`src/rtl/conv_stream_ctrl.sv`:
```
// Per-layer sequencer for the 3x3 line-buffer stage: streams activations, appends flush zeros, tags windows.
// Latency 1 from feed issue to lb_in_valid/conv_valid; windowed feeds stall on look-ahead conv_ready.
module conv_stream_ctrl #(
    parameter int IMG_H  = 28,
    parameter int IMG_W  = 28,
    parameter int ADDR_W = 12
) (
    input  logic                       clk,
    input  logic                       rst,
    input  logic                       start,
    input  logic [ADDR_W-1:0]          cfg_base,
    output logic                       busy,
    output logic                       done,
    output logic                       mem_rd_en,
    output logic [ADDR_W-1:0]          mem_addr,
    output logic                       lb_rst,
    output logic                       lb_in_valid,
    output logic                       lb_zero,
    input  logic                       conv_ready,
    output logic                       conv_valid,
    output logic [$clog2(IMG_W)-1:0]   out_x,
    output logic [$clog2(IMG_H)-1:0]   out_y
);

    localparam int NPIX  = IMG_H * IMG_W;
    localparam int NFEED = NPIX + IMG_W + 1;
    localparam int KW    = $clog2(NPIX + IMG_W + 2);
    localparam int XW    = $clog2(IMG_W);
    localparam int YW    = $clog2(IMG_H);

    localparam logic [KW-1:0] K_WIN      = KW'(IMG_W + 1);
    localparam logic [KW-1:0] K_LAST_PIX = KW'(NPIX - 1);
    localparam logic [KW-1:0] K_LAST     = KW'(NFEED - 1);
    localparam logic [XW-1:0] X_MAX      = XW'(IMG_W - 1);

    typedef enum logic [1:0] {IDLE, STREAM, FLUSH, DRAIN} state_t;

    state_t              state_q;
    logic [KW-1:0]       k_q;
    logic [ADDR_W-1:0]   addr_q;
    logic [XW-1:0]       cx_q;
    logic [YW-1:0]       cy_q;
    logic                busy_q, done_q, lb_rst_q, lb_in_valid_q, lb_zero_q, conv_valid_q;
    logic [XW-1:0]       out_x_q;
    logic [YW-1:0]       out_y_q;

    logic                windowed, feeding, issue;
    logic [KW-1:0]       k_d;
    logic [ADDR_W-1:0]   addr_d;

    // Feeds before the first full window never touch the MAC array, so they ignore conv_ready.
    assign windowed = (k_q >= K_WIN);
    assign feeding  = (state_q == STREAM) || (state_q == FLUSH);
    assign issue    = feeding && (!windowed || conv_ready);
    assign k_d      = k_q + KW'(1);
    assign addr_d   = addr_q + ADDR_W'(1);

    assign mem_rd_en   = issue && (state_q == STREAM);
    assign mem_addr    = addr_q;
    assign busy        = busy_q;
    assign done        = done_q;
    assign lb_rst      = lb_rst_q;
    assign lb_in_valid = lb_in_valid_q;
    assign lb_zero     = lb_zero_q;
    assign conv_valid  = conv_valid_q;
    assign out_x       = out_x_q;
    assign out_y       = out_y_q;

    always_ff @(posedge clk) begin
        if (rst) begin
            state_q       <= IDLE;
            k_q           <= '0;
            addr_q        <= '0;
            cx_q          <= '0;
            cy_q          <= '0;
            busy_q        <= 1'b0;
            done_q        <= 1'b0;
            lb_rst_q      <= 1'b0;
            lb_in_valid_q <= 1'b0;
            lb_zero_q     <= 1'b0;
            conv_valid_q  <= 1'b0;
            out_x_q       <= '0;
            out_y_q       <= '0;
        end else begin
            lb_rst_q      <= 1'b0;
            done_q        <= 1'b0;
            lb_in_valid_q <= issue;
            lb_zero_q     <= issue && (state_q == FLUSH);
            conv_valid_q  <= issue && windowed;

            if (issue && windowed) begin
                out_x_q <= cx_q;
                out_y_q <= cy_q;
                if (cx_q == X_MAX) begin
                    cx_q <= '0;
                    cy_q <= cy_q + YW'(1);
                end else begin
                    cx_q <= cx_q + XW'(1);
                end
            end

            case (state_q)
                IDLE: begin
                    // done_q high means this is the done cycle: a start here is dropped.
                    if (start && !done_q) begin
                        addr_q   <= cfg_base;
                        k_q      <= '0;
                        cx_q     <= '0;
                        cy_q     <= '0;
                        lb_rst_q <= 1'b1;
                        busy_q   <= 1'b1;
                        state_q  <= STREAM;
                    end
                end
                STREAM: begin
                    if (issue) begin
                        k_q    <= k_d;
                        addr_q <= addr_d;
                        if (k_q == K_LAST_PIX) state_q <= FLUSH;
                    end
                end
                FLUSH: begin
                    if (issue) begin
                        k_q <= k_d;
                        if (k_q == K_LAST) state_q <= DRAIN;
                    end
                end
                DRAIN: begin
                    done_q  <= 1'b1;
                    busy_q  <= 1'b0;
                    state_q <= IDLE;
                end
                default: state_q <= IDLE;
            endcase
        end
    end

endmodule

```
`config.mk`:
```
export PLATFORM = sky130hd
export DESIGN_NAME = conv_stream_ctrl
export DESIGN_NICKNAME = d
export VERILOG_FILES = /design/src/rtl/conv_stream_ctrl.sv
export SDC_FILE = /design/constraint.sdc
export NUM_CORES = 1
export LEC_CHECK = 0
export CORE_MARGIN = 2
export CORE_UTILIZATION = 30
export DETAILED_ROUTE_END_ITERATION = 7
export HOLD_SLACK_MARGIN = 0.08
export PLACE_DENSITY = 0.55
export SLEW_MARGIN = 15
export SYNTH_ARGS = -nofsm -noshare
export SYNTH_HDL_FRONTEND = slang
export SYNTH_SLANG_ARGS = --single-unit
```
`constraint.sdc`:
```
create_clock -name clk -period 2.3 [get_ports clk]
set_input_delay 0.23 -clock clk [delete_from_list [all_inputs] [get_ports clk]]
set_output_delay 0.23 -clock clk [all_outputs]
set_load 0.01 [all_outputs]
```
==> flow_metrics.env <==
export IMPL_status="finished clean"
export IMPL_hp_class="flop to flop"
export IMPL_required_ns=2.47
export IMPL_finalSetupViolations=0
export IMPL_rows=34
export IMPL_h_tree_depth=2
export IMPL_yosys_area_top_type="dfxtp_1"
export IMPL_power_switching_mw=1.28
export IMPL_syn_area_um2=2670
export IMPL_use_met2=0.220
export IMPL_grt_use_met3=0.0272
export IMPL_timing_final_crit_share=0.908
export IMPL_fin_skew_ns=0.00825
export IMPL_worst_pin_slew_ns=0.422
export IMPL_synth_compound_area_share=0.212
export IMPL_period_minus_slack_ns=2.09
export IMPL_ir_drop_mv=0.410
export IMPL_synth_flop_cell="dfxtp_1"
export IMPL_p_leak_nw=1.18
export IMPL_hold_slack_ns=0.463
export IMPL_synth_top_family_by_area="simple AND/OR/NAND/NOR gates"
export IMPL_syn_num_nets=341
export IMPL_synth_seq_cells=50
export IMPL_dpl_hpwl_mm=4.70
export IMPL_core_um2=8680
export IMPL_power_internal_mw=1.89
export IMPL_n_fill_cell=922
export IMPL_avgSynthCellArea_um2=8.51
export IMPL_gp_congestion=0.790
export IMPL_nNetsFinal=396
export IMPL_antenna_found_initial=0
export IMPL_maxCapViolCount=0
export IMPL_drc=0
export IMPL_first_pass_iters=4
export IMPL_fp_dieW_um=98.4
export IMPL_ff2ff_path_depth=7
export IMPL_groute_layer_met1_usage=0.185
export IMPL_p_sw_frac=0.404
export IMPL_path_clk_slew_ns=0.09
export IMPL_syn_inst=314
export IMPL_synth_fa_ha_area_frac=0.0515
export IMPL_grt_pass1_wl_mm=11.0
export IMPL_fmax_mhz=479
export IMPL_overflow=0
export IMPL_power_frac_seq=0.359
export IMPL_area_growth_pct=27.6
export IMPL_drt_initial_drc_count=83
export IMPL_clk_latency_ns=0.29
export IMPL_synth_edf_count=0
export IMPL_busiest_layer="met2"
export IMPL_cts_sinks=50
export IMPL_numCtsBuffers=5
export IMPL_track_usage=0.137
export IMPL_portBuffers=44
export IMPL_antenna_cells=0
export IMPL_grt_pass1_vias=2294
export IMPL_seq_area_frac_synth=0.375
export IMPL_synthXorXnorAreaFrac=0.0328
export IMPL_yosys_warnings=0
export IMPL_timing_worst_setup_path_type="flop to flop"
export IMPL_synth_cell_types=61
export IMPL_cp_data_arrival_time_ns=2.26
export IMPL_start_kind="flop"
export IMPL_cts_buffer_depth=2
export IMPL_routed_wl_mm=6.55
export IMPL_final_hold_viol_count=0
export IMPL_io_pins=45
export IMPL_grt_setup_unrepaired="false"
export IMPL_synth_simple_area_share=0.277
export IMPL_viasPerCell=5.06
export IMPL_hold_depth=2
export IMPL_worstPathMaxFanout=10
export IMPL_maxSlewHeadroom=0.717
export IMPL_final_util=0.393
export IMPL_p_comb_frac=0.488
export IMPL_timing_final_max_slew_violations=0
export IMPL_synth_mux_area_frac=0.0187
export IMPL_layout_drive_gt1_share=0.133
export IMPL_synth_top_area_frac=0.375
export IMPL_ant_nets=0
export IMPL_start_util=0.308
export IMPL_die_area_um2=9680
export IMPL_clkPwrFrac=0.152
export IMPL_power_density_nw_per_um2=931
export IMPL_grt_max_degree=32
export IMPL_num_vias=2412
export IMPL_cts_tree="yes"
export IMPL_die_y_um=98.4
export IMPL_wire_per_inst_um=13.7
export IMPL_setup_tns_ns=0
export IMPL_cts_root_buffer_cell="clkbuf_8"
export IMPL_ys_top_cells_by_area="dfxtp_1, nand2_1, a21oi_1"
export IMPL_async_flop_share=0
export IMPL_end_kind="flop"
==> logic make-up (layout without fill, tap and decap cells) <==
group                      count (synthesis)  in the layout
and+or+nand+nor                          141            141
AOI/OAI and AO/OA                         76             76
DFF                                       50             50
buffers and inverters                     21             76
adders and majority gates                 11             11
xor gates and xnor gates                  10             10
muxes                                      5              5
==> worst max-delay path, cell delays in order (launching register included) <==
cell      delay [ns]
dfxtp_1         0.39
inv_1           0.10
ha_2            0.47
and4b_1         0.22
nor4bb_1        0.28
o21ai_1         0.21
a211oi_1        0.23
a311oi_1        0.07
==> state kept, by name, summed over array words and instances (netlist names), 2 cells and up <==
signal,count
cx_q,5
cy_q,5
k_q,10
mem_addr,12
out_x,5
out_y,5
state_q,2
==> cells in the final DEF, fill, tap and decap left out, drive strengths merged, types with 5 or more instances in the layout <==
cell type / n
clkdlybuf4s50: 43
clkbuf: 5
inv: 10
buf: 15
nor2b: 6
a21oi: 31
nand2: 45
nand4: 6
xnor2: 9
o21ai: 20
dfxtp: 50
mux2i: 5
nand3: 12
nor3: 7
nor2: 36
ha: 11
==> area by class of cell <==
cell class | count | area, um^2 | share of cell area
clock buffers | 5 | 68.8 | 0.0202
clock inverters | 2 | 10.0 | 0.00293
inverters | 10 | 37.5 | 0.0110
multi-input cells | 243 | 1600 | 0.468
flip-flops and latches | 50 | 1010 | 0.296
well taps | 108 | 135 | 0.0396
repair buffers | 59 | 556 | 0.163
==> power groups by stage <==
stage          logic [mW]  clock network, mW  registers (mW)
3_5_place_dp         1.50                  0            1.16
6_report             1.55              0.484            1.14
5_1_grt              1.73              0.556            1.17
2_1_floorplan       0.928                  0            1.18
3_3_place_gp         1.47                  0            1.16
4_1_cts              1.52              0.508            1.15
==> per-stage QoR <==
| stage | area [um^2] | cells | setup slack (ns) | power, mW |
|---|---|---|---|---|
| after global routing | 3410 | 477 | 0.0161 | 3.45 |
| after detailed placement | 3280 | 466 | 0.122 | 2.66 |
| after global placement | 3280 | 466 | 0.194 | 2.63 |
| final | 3410 | 477 | 0.211 | 3.18 |
| after floorplan | 2670 | 314 | 0.366 | 2.11 |
| after CTS | 3370 | 473 | 0.0224 | 3.18 |
==> per-layer routing <==
metal  part of all wire  wire length [um]
met1               0.47              3100
met3              0.043               279
met2               0.47              3100
met4             0.0096                63
met5                  0                 0
==> path summary, 6_finish.rpt <==
path | end | slack [ns] | start
min reg2reg | out_x[0] | 0.46 | out_x[0]
min | out_x[0] | 0.46 | out_x[0]
max reg2reg | state_q[0] | 0.21 | state_q[1]
max | state_q[0] | 0.21 | state_q[1]
==> synth_stat cells, types with 2 or more instances <==
cell type   n
nand3_1    11
clkbuf_1    5
nor2b_1     6
and3_2      2
mux2i_1     5
xnor2_1     9
o21ai_0    14
nor2_1     35
or3_1       3
nor3b_1     3
and3_1      2
inv_1      10
and2_1      3
nand3b_1    2
nor4_1      4
buf_2       4
nor3_1      5
nand2b_1    2
nand4_1     5
a311oi_1    3
dfxtp_1    50
o2bb2ai_1   2
a211oi_2    3
o21ai_1     5
nand2_1    44
a21oi_1    30
and4b_1     2
o31ai_1     2
ha_1       11
==> timing repair <==
action / in CTS / in global routing
hold buffers: 0 / 0
pin swaps: 0 / 1
setup endpoints to repair: 1 / 2
resized for setup: 7 / 3
endpoints found under the hold margin: 0 / 0
buffers inserted: 0 / 4
(Power assumes the default switching activity.)
